`src/rtl/uart_frame_sched.sv`:
```
`default_nettype none
// ============================================================================
// uart_frame_sched : sequences header, pixel stream and checksum into uart_send
// Revision 1.0
// ============================================================================
module uart_frame_sched #(
    parameter int unsigned IMG_W       = 64,
    parameter int unsigned IMG_H       = 64,
    parameter logic [7:0]  SYNC0       = 8'hAA,
    parameter logic [7:0]  SYNC1       = 8'h55,
    parameter int unsigned ACK_TIMEOUT = 16
) (
    input  logic       clk,
    input  logic       rst_n,
    input  logic       start_i,
    input  logic       pix_valid_i,
    input  logic [7:0] pix_data_i,
    output logic       pix_ready_o,
    input  logic       tx_busy_i,
    output logic       tx_en_o,
    output logic [7:0] tx_data_o,
    output logic       frame_busy_o,
    output logic       frame_done_o,
    output logic       err_timeout_o
);
    localparam int unsigned    NPIX    = IMG_W * IMG_H;
    localparam int             PCW     = $clog2(NPIX + 1);
    localparam int             TCW     = $clog2(ACK_TIMEOUT + 1);
    localparam logic [PCW-1:0] NPIX_C  = PCW'(NPIX);
    localparam logic [TCW-1:0] TO_LAST = TCW'(ACK_TIMEOUT - 1);
    localparam logic [15:0]    W16     = 16'(IMG_W);
    localparam logic [15:0]    H16     = 16'(IMG_H);

    typedef enum logic [2:0] {
        S_IDLE, S_FETCH, S_LOAD, S_WAIT_HI, S_WAIT_LO, S_DONE
    } state_t;

    typedef enum logic [1:0] {
        SRC_HDR, SRC_PIX, SRC_CK
    } src_t;

    state_t         state_q, state_d;
    src_t           src_q, src_d;
    logic [2:0]     hdr_q, hdr_d;
    logic [PCW-1:0] pix_cnt_q;
    logic [TCW-1:0] to_cnt_q;
    logic [7:0]     cksum_q, pix_q, tx_data_q, hdr_byte, load_byte;
    logic           tx_en_q, err_q;
    logic           accept, xfer, timeout;

    assign accept  = (state_q == S_IDLE) && start_i;
    assign xfer    = (state_q == S_FETCH) && pix_valid_i;
    assign timeout = (state_q == S_WAIT_HI) && !tx_busy_i && (to_cnt_q == TO_LAST);

    always_ff @(posedge clk or negedge rst_n) begin
        if (!rst_n) begin
            state_q <= S_IDLE;
            src_q   <= SRC_HDR;
            hdr_q   <= 3'd0;
        end else begin
            state_q <= state_d;
            src_q   <= src_d;
            hdr_q   <= hdr_d;
        end
    end

    always_comb begin
        state_d = state_q;
        src_d   = src_q;
        hdr_d   = hdr_q;
        case (state_q)
            S_IDLE: begin
                if (start_i) begin
                    state_d = S_LOAD;
                    src_d   = SRC_HDR;
                    hdr_d   = 3'd0;
                end
            end
            S_FETCH:   if (pix_valid_i) state_d = S_LOAD;
            S_LOAD:    state_d = S_WAIT_HI;
            S_WAIT_HI: begin
                if (tx_busy_i)    state_d = S_WAIT_LO;
                else if (timeout) state_d = S_IDLE;
            end
            S_WAIT_LO: begin
                if (!tx_busy_i) begin
                    if (src_q == SRC_HDR && hdr_q < 3'd5) begin
                        hdr_d   = hdr_q + 3'd1;
                        state_d = S_LOAD;
                    end else if (pix_cnt_q != NPIX_C) begin
                        src_d   = SRC_PIX;
                        state_d = S_FETCH;
                    end else if (src_q != SRC_CK) begin
                        src_d   = SRC_CK;
                        state_d = S_LOAD;
                    end else begin
                        state_d = S_DONE;
                    end
                end
            end
            S_DONE:  state_d = S_IDLE;
            default: state_d = S_IDLE;
        endcase
    end

    always_comb begin
        case (hdr_q)
            3'd1:    hdr_byte = SYNC1;
            3'd2:    hdr_byte = W16[15:8];
            3'd3:    hdr_byte = W16[7:0];
            3'd4:    hdr_byte = H16[15:8];
            3'd5:    hdr_byte = H16[7:0];
            default: hdr_byte = SYNC0;
        endcase
        case (src_q)
            SRC_PIX: load_byte = pix_q;
            SRC_CK:  load_byte = cksum_q;
            default: load_byte = hdr_byte;
        endcase
    end

    // tx_data is only written on the LOAD edge so it stays put for the whole byte
    always_ff @(posedge clk or negedge rst_n) begin
        if (!rst_n) begin
            pix_cnt_q <= '0;
            to_cnt_q  <= '0;
            cksum_q   <= 8'h00;
            pix_q     <= 8'h00;
            tx_data_q <= 8'h00;
            tx_en_q   <= 1'b0;
            err_q     <= 1'b0;
        end else begin
            tx_en_q <= (state_q == S_LOAD);
            if (accept) begin
                pix_cnt_q <= '0;
                cksum_q   <= 8'h00;
                err_q     <= 1'b0;
            end
            if (xfer) begin
                pix_q     <= pix_data_i;
                cksum_q   <= cksum_q + pix_data_i;
                pix_cnt_q <= pix_cnt_q + PCW'(1);
            end
            if (timeout) err_q <= 1'b1;
            if (state_q == S_LOAD) begin
                tx_data_q <= load_byte;
                to_cnt_q  <= '0;
            end else if (state_q == S_WAIT_HI && !tx_busy_i) begin
                to_cnt_q  <= to_cnt_q + TCW'(1);
            end
        end
    end

    assign pix_ready_o   = (state_q == S_FETCH);
    assign tx_en_o       = tx_en_q;
    assign tx_data_o     = tx_data_q;
    assign frame_busy_o  = (state_q != S_IDLE);
    assign frame_done_o  = (state_q == S_DONE);
    assign err_timeout_o = err_q;

endmodule
`default_nettype wire

```
`config.mk`:
```
export PLATFORM = sky130hd
export DESIGN_NAME = uart_frame_sched
export DESIGN_NICKNAME = d
export VERILOG_FILES = /design/src/rtl/uart_frame_sched.sv
export SDC_FILE = /design/constraint.sdc
export NUM_CORES = 1
export LEC_CHECK = 0
export BUFFER_PORTS_ARGS = -buffer_cell sky130_fd_sc_hd__buf_2
export CAP_MARGIN = 10
export CORE_AREA = 2 2 89 91
export CTS_BUF_LIST = sky130_fd_sc_hd__clkbuf_4
export DETAILED_ROUTE_END_ITERATION = 10
export DIE_AREA = 0 0 91 93
export HOLD_SLACK_MARGIN = 0.15
export PLACE_DENSITY = 0.59
export SETUP_SLACK_MARGIN = 0.2
export SLEW_MARGIN = 20
export SYNTH_ARGS = -nofsm -noshare
export SYNTH_HDL_FRONTEND = slang
export SYNTH_SLANG_ARGS = --single-unit
```
`constraint.sdc`:
```
create_clock -name clk -period 2.6 [get_ports clk]
set_input_delay 0.52 -clock clk [delete_from_list [all_inputs] [get_ports clk]]
set_output_delay 0.52 -clock clk [all_outputs]
set_load 0.02 [all_outputs]
```
After elaboration in Yosys (flattened, before gate mapping)
Cells that the tools add are included.
- register bits after elaboration: 52
- input port bits: 13
- word-level logic and storage cells: 84
- add/subtract/negate cells: 4
- magnitude comparators: 1
- equality and inequality tests: 22
- multiplexer cells: 29
- reduce and logical (&&, ||, !) cells: 18
- operator list (cell ; count):
    $mux 3 ; 11
    $mux 13 ; 2
    $pmux 8 s3 ; 1
    $mux 8 ; 2
    $pmux 8 s2 ; 1
    $pmux 3 s5 ; 1
    $add 13x1->13 const B ; 1
    $ne 13x13->1 const B ; 1
    $eq 3x2->1 const B ; 4
    $eq 3x3->1 const B ; 4
    $ne 2x2->1 const B ; 6
    $mux 2 ; 5
    $mux 5 ; 2
    $add 8x8->8 ; 1
    $reduce_and 4->1 ; 2
    $reduce_bool 2->1 ; 4
    $eq 3x1->1 const B ; 2
    $ne 3x3->1 const B ; 2
    $pmux 3 s2 ; 1
    $add 5x1->5 const B ; 1
    $eq 5x4->1 const B ; 1
    $logic_and 1x1->1 ; 5
    $reduce_and 5->1 ; 1
    $pmux 2 s2 ; 1
    10 further kinds ; 12

Longest topological paths before layout
- depth after elaboration: 6
- mapped depth: 7

Worst setup path before layout
Ideal clock, no wire load.
- kind: input -> register
- start point: in pix_data_i[1]
- end point: reg cksum_q[7]
- setup time: 0.124 ns
- arrival time: 1.855 ns
- data required time: 2.476 ns
- slack: 0.621 ns
- cell stages on the path: 6
- buffers on the path: 0
- path through: ha_1 > a211oi_2 > o21ai_1 > a211o_1 > and3_1 > a211o_1
- longest elaborated chain between the ends: 2
- RTL lines (item ; line ; source):
    start, declared ; 17 ; input logic [7:0] pix_data_i,
    $add 8x8->8 ; 141 ; cksum_q <= cksum_q + pix_data_i;
    $mux 8 ; 139 ; if (xfer) begin
    end signal, assigned ; 141 ;
    end, declared ; 47 ; logic [7:0] cksum_q, pix_q, tx_data_q, hdr_byte, load_byte;
Every way passes these cells.
A chain may end at the register's enable or synchronous reset.

Worst setup path in the final report
- start point: reg state_q[1]
- end point: out frame_busy_o
- longest elaborated chain between the ends: 1
- RTL lines (item ; line ; source):
    start, declared ; 42 ; state_t state_q, state_d;
    start signal, assigned ; 61 ; state_q <= state_d;
    $reduce_bool 3->1 ; 157 ; assign frame_busy_o = (state_q != S_IDLE);
    end, declared ; 22 ; output logic frame_busy_o,
Every way passes these cells.

==> impl_metrics.json <==
{
  "status": "finished clean",
  "async_flop_share_pct": 100.0,
  "finalSetupViolations": 0,
  "synth-main-ff-cell": "dfrtp_1",
  "grt_max_degree": 28,
  "drt_iter0_markers": 77,
  "synth_xor_xnor_area_share_pct": 1.809,
  "hold_slack_ns": 0.1718,
  "dp_hpwl_um": 4419,
  "synthTopCellsByCount": "60 x nand2_1, 52 x dfrtp_1, 19 x nor2_1",
  "fillers": 790,
  "startpoint_type": "register",
  "crit_required_ns": 2.08,
  "rsz0062_at_grt": "no",
  "synth-compound-area-share_pct": 20.33,
  "grt_pass1_wl_um": 10530,
  "reg2reg_from": "cksum_q[1]",
  "drive_above_1_share_pct": 11.80,
  "routabilityCongestion": 0.7948,
  "cp-end-kind": "output pin",
  "critPathArrivalTime_ns": 1.56,
  "rows": 32,
  "yosysTopAreaCell": "dfrtp_1",
  "fmax_mhz": 481.7,
  "drtPass1Iterations": 4,
  "synth_top_area_share_pct": 44.79,
  "yosys_warnings": 0,
  "drc_errors": 0,
  "numCtsBuffers": 5,
  "crit_chain": "nor2_1 > nand2_1 > buf_2",
  "die_x_um": 91,
  "antenna_found_initial": 0,
  "p_sw_share_pct": 42.70,
  "synthTopCellsByArea": "dfrtp_1 45%, ha_1 7.8%, nand2_1 7.8%",
  "r2r_setup_slack_ns": 0.60,
  "grt.overflow.total": 0,
  "cap_viol_max_count": 0,
  "leakage_nw": 1.504,
  "area_growth_pct": 9.604,
  "viasPerCell": 5.256,
  "crit_type": "reg2out",
  "critPathMaxFanout": 12,
  "initial_core_util_pct": 38.60,
  "synth_fa_ha_area_share_pct": 8.441,
  "max_slew_margin_pct": 56.45,
  "synthDistinctLibCells": 49,
  "timing.final.crit_share_pct": 79.84,
  "intPower_w": 0.001778,
  "syn_nets": 349,
  "clock_latency_ns": 0.36,
  "synth_top_family_by_area": "compound AO/OA/AOI/OAI gates",
  "cts.hold.buffers_added": 0,
  "crit_slowest_cell": "dfrtp_1",
  "synth_edf_count": 0,
  "nets": 370,
  "grt_pass1_vias": 2271,
  "totalWireLength_um": 6025,
  "post_cts_buffers": 0,
  "fin_worst_skew_ns": 0.01301,
  "clock-sinks": 52,
  "post_synth.cell_area_avg_um2": 9.165,
  "path_clk_slew_ns": 0.15,
  "n_antenna_cell": 0,
  "worst_slew_pin_slew_ns": 0.6533,
  "post-route-min-period_ns": 2.076,
  "core-area_um2": 7527,
  "fp.dieH_um": 93,
  "cts-root-buf": "clkbuf_4",
  "switchingPower_w": 0.001325,
  "synth_mux_area_share_pct": 1.077,
  "hold_class": "in2async",
  "tns_ns": 0,
  "grt.total_usage_pct": 15.31,
  "cts_resized": 0,
  "clockBufferDepth": 2,
  "p_per_area_nw_per_um2": 974.3,
  "dieArea_um2": 8463,
  "io_pins": 26,
  "ys_ff_latch": 52,
  "drv_slew": 0,
  "synthCells": 317,
  "cpPeakStageDelay_ns": 0.53,
  "ff2ff_path_depth": 6,
  "cts_tree": "built",
  "comb_power_share_pct": 46.9,
  "synth.most_common_cell": "nand2_1",
  "ys_seq_area_share_pct": 44.79,
  "seqPwrFrac_pct": 41.4,
  "syn-cell-area_um2": 2905,
  "peakVddDrop_v": 0.0002634,
  "reg2reg_to": "cksum_q[7]",
  "yosys.area_share.simple_pct": 19.47,
  "wire_per_inst_um": 13.66,
  "final_hold_viol_count": 0,
  "ctsHtreeMaxLevel": 2,
  "clkPwrFrac_pct": 11.7,
  "vias": 2318,
  "portBuffers": 25,
  "postRouteAntennaNets": 0
}
-- routing by layer --
metal	vias up	GRT usage (%)	wire (um)
met5	-	0	0
met4	0	4.167	29
met3	4	2.659	158
met2	34	26.05	2875
met1	1098	20.23	2961
li1	1182	-	-
-- worst max-delay path: cells and delay by family, from the launching register on --
family	cells	cell delay, ns
DFF	1	0.53
buffers and inverters	1	0.17
and+or+nand+nor	2	0.50
-- placed cells by master, fill, tap and decap left out, types with 10 or more instances in the layout --
| cell | instances |
|---|---|
| a21oi_1 | 10 |
| o21ai_1 | 17 |
| buf_2 | 25 |
| nand2_1 | 60 |
| o21ai_0 | 12 |
| nand3_1 | 11 |
| a22o_1 | 13 |
| nor2_1 | 19 |
| inv_1 | 13 |
| dfrtp_1 | 52 |
| ha_1 | 18 |
-- kinds of logic after synthesis --
group / after synthesis
DFF: 52
muxes: 3
buffers and inverters: 27
and+or+nand+nor: 121
xor gates and xnor gates: 6
adders and majority gates: 19
AOI/OAI and AO/OA: 89
-- through the flow --
stage	area (um2)	instances	setup slack [ns]	util (%)	power [W]
after floorplan	2905	317	0.6206	-	0.002417
after global placement	3128	433	0.4081	41.56	0.002750
final	3184	441	0.5242	42.30	0.003102
after CTS	3184	441	0.5105	42.30	0.003143
after global routing	3184	441	0.3897	42.30	0.003413
after detailed placement	3128	433	0.3806	41.56	0.002773
-- power groups by stage --
stage | sequential (W) | clock (W) | combinational [W]
after floorplan | 0.00128 | 0 | 0.00113
after global placement | 0.00130 | 0 | 0.00145
after detailed placement | 0.00130 | 0 | 0.00147
after CTS | 0.00128 | 0.000383 | 0.00148
after global routing | 0.00133 | 0.000420 | 0.00167
final | 0.00128 | 0.000364 | 0.00145
-- layout make-up --
class,count,area [um2],share of cell area (%)
Multi-Input combinational cell,238,1490,46.80
Clock inverter,1,3.754,0.1179
Sequential cell,52,1301,40.86
Timing Repair Buffer,28,160.2,5.029
Inverter,13,48.80,1.532
Clock buffer,7,52.55,1.650
Tap cell,102,127.6,4.008
-- worst max path at each step --
| stage | depth (start not counted) | to | from | slack, ns |
|---|---|---|---|---|
| finish | 3 | frame_busy_o | state_q[1] | 0.52 |
| global route | 3 | frame_busy_o | state_q[0] | 0.39 |
| CTS | 3 | frame_busy_o | state_q[0] | 0.51 |
| floorplan | 6 | cksum_q[7] | pix_data_i[1] | 0.62 |
| detailed placement | 7 | cksum_q[7] | pix_data_i[1] | 0.38 |
| global placement | 7 | cksum_q[7] | pix_data_i[1] | 0.41 |
-- registers in the layout (all words and copies together), names as in the netlist --
name / flops
cksum_q: 8
err_timeout_o: 1
hdr_q: 3
pix_cnt_q: 13
pix_q: 8
src_q: 2
state_q: 3
to_cnt_q: 5
tx_data_o: 8
tx_en_o: 1
No activity file was read; power rests on OpenSTA's default activity.
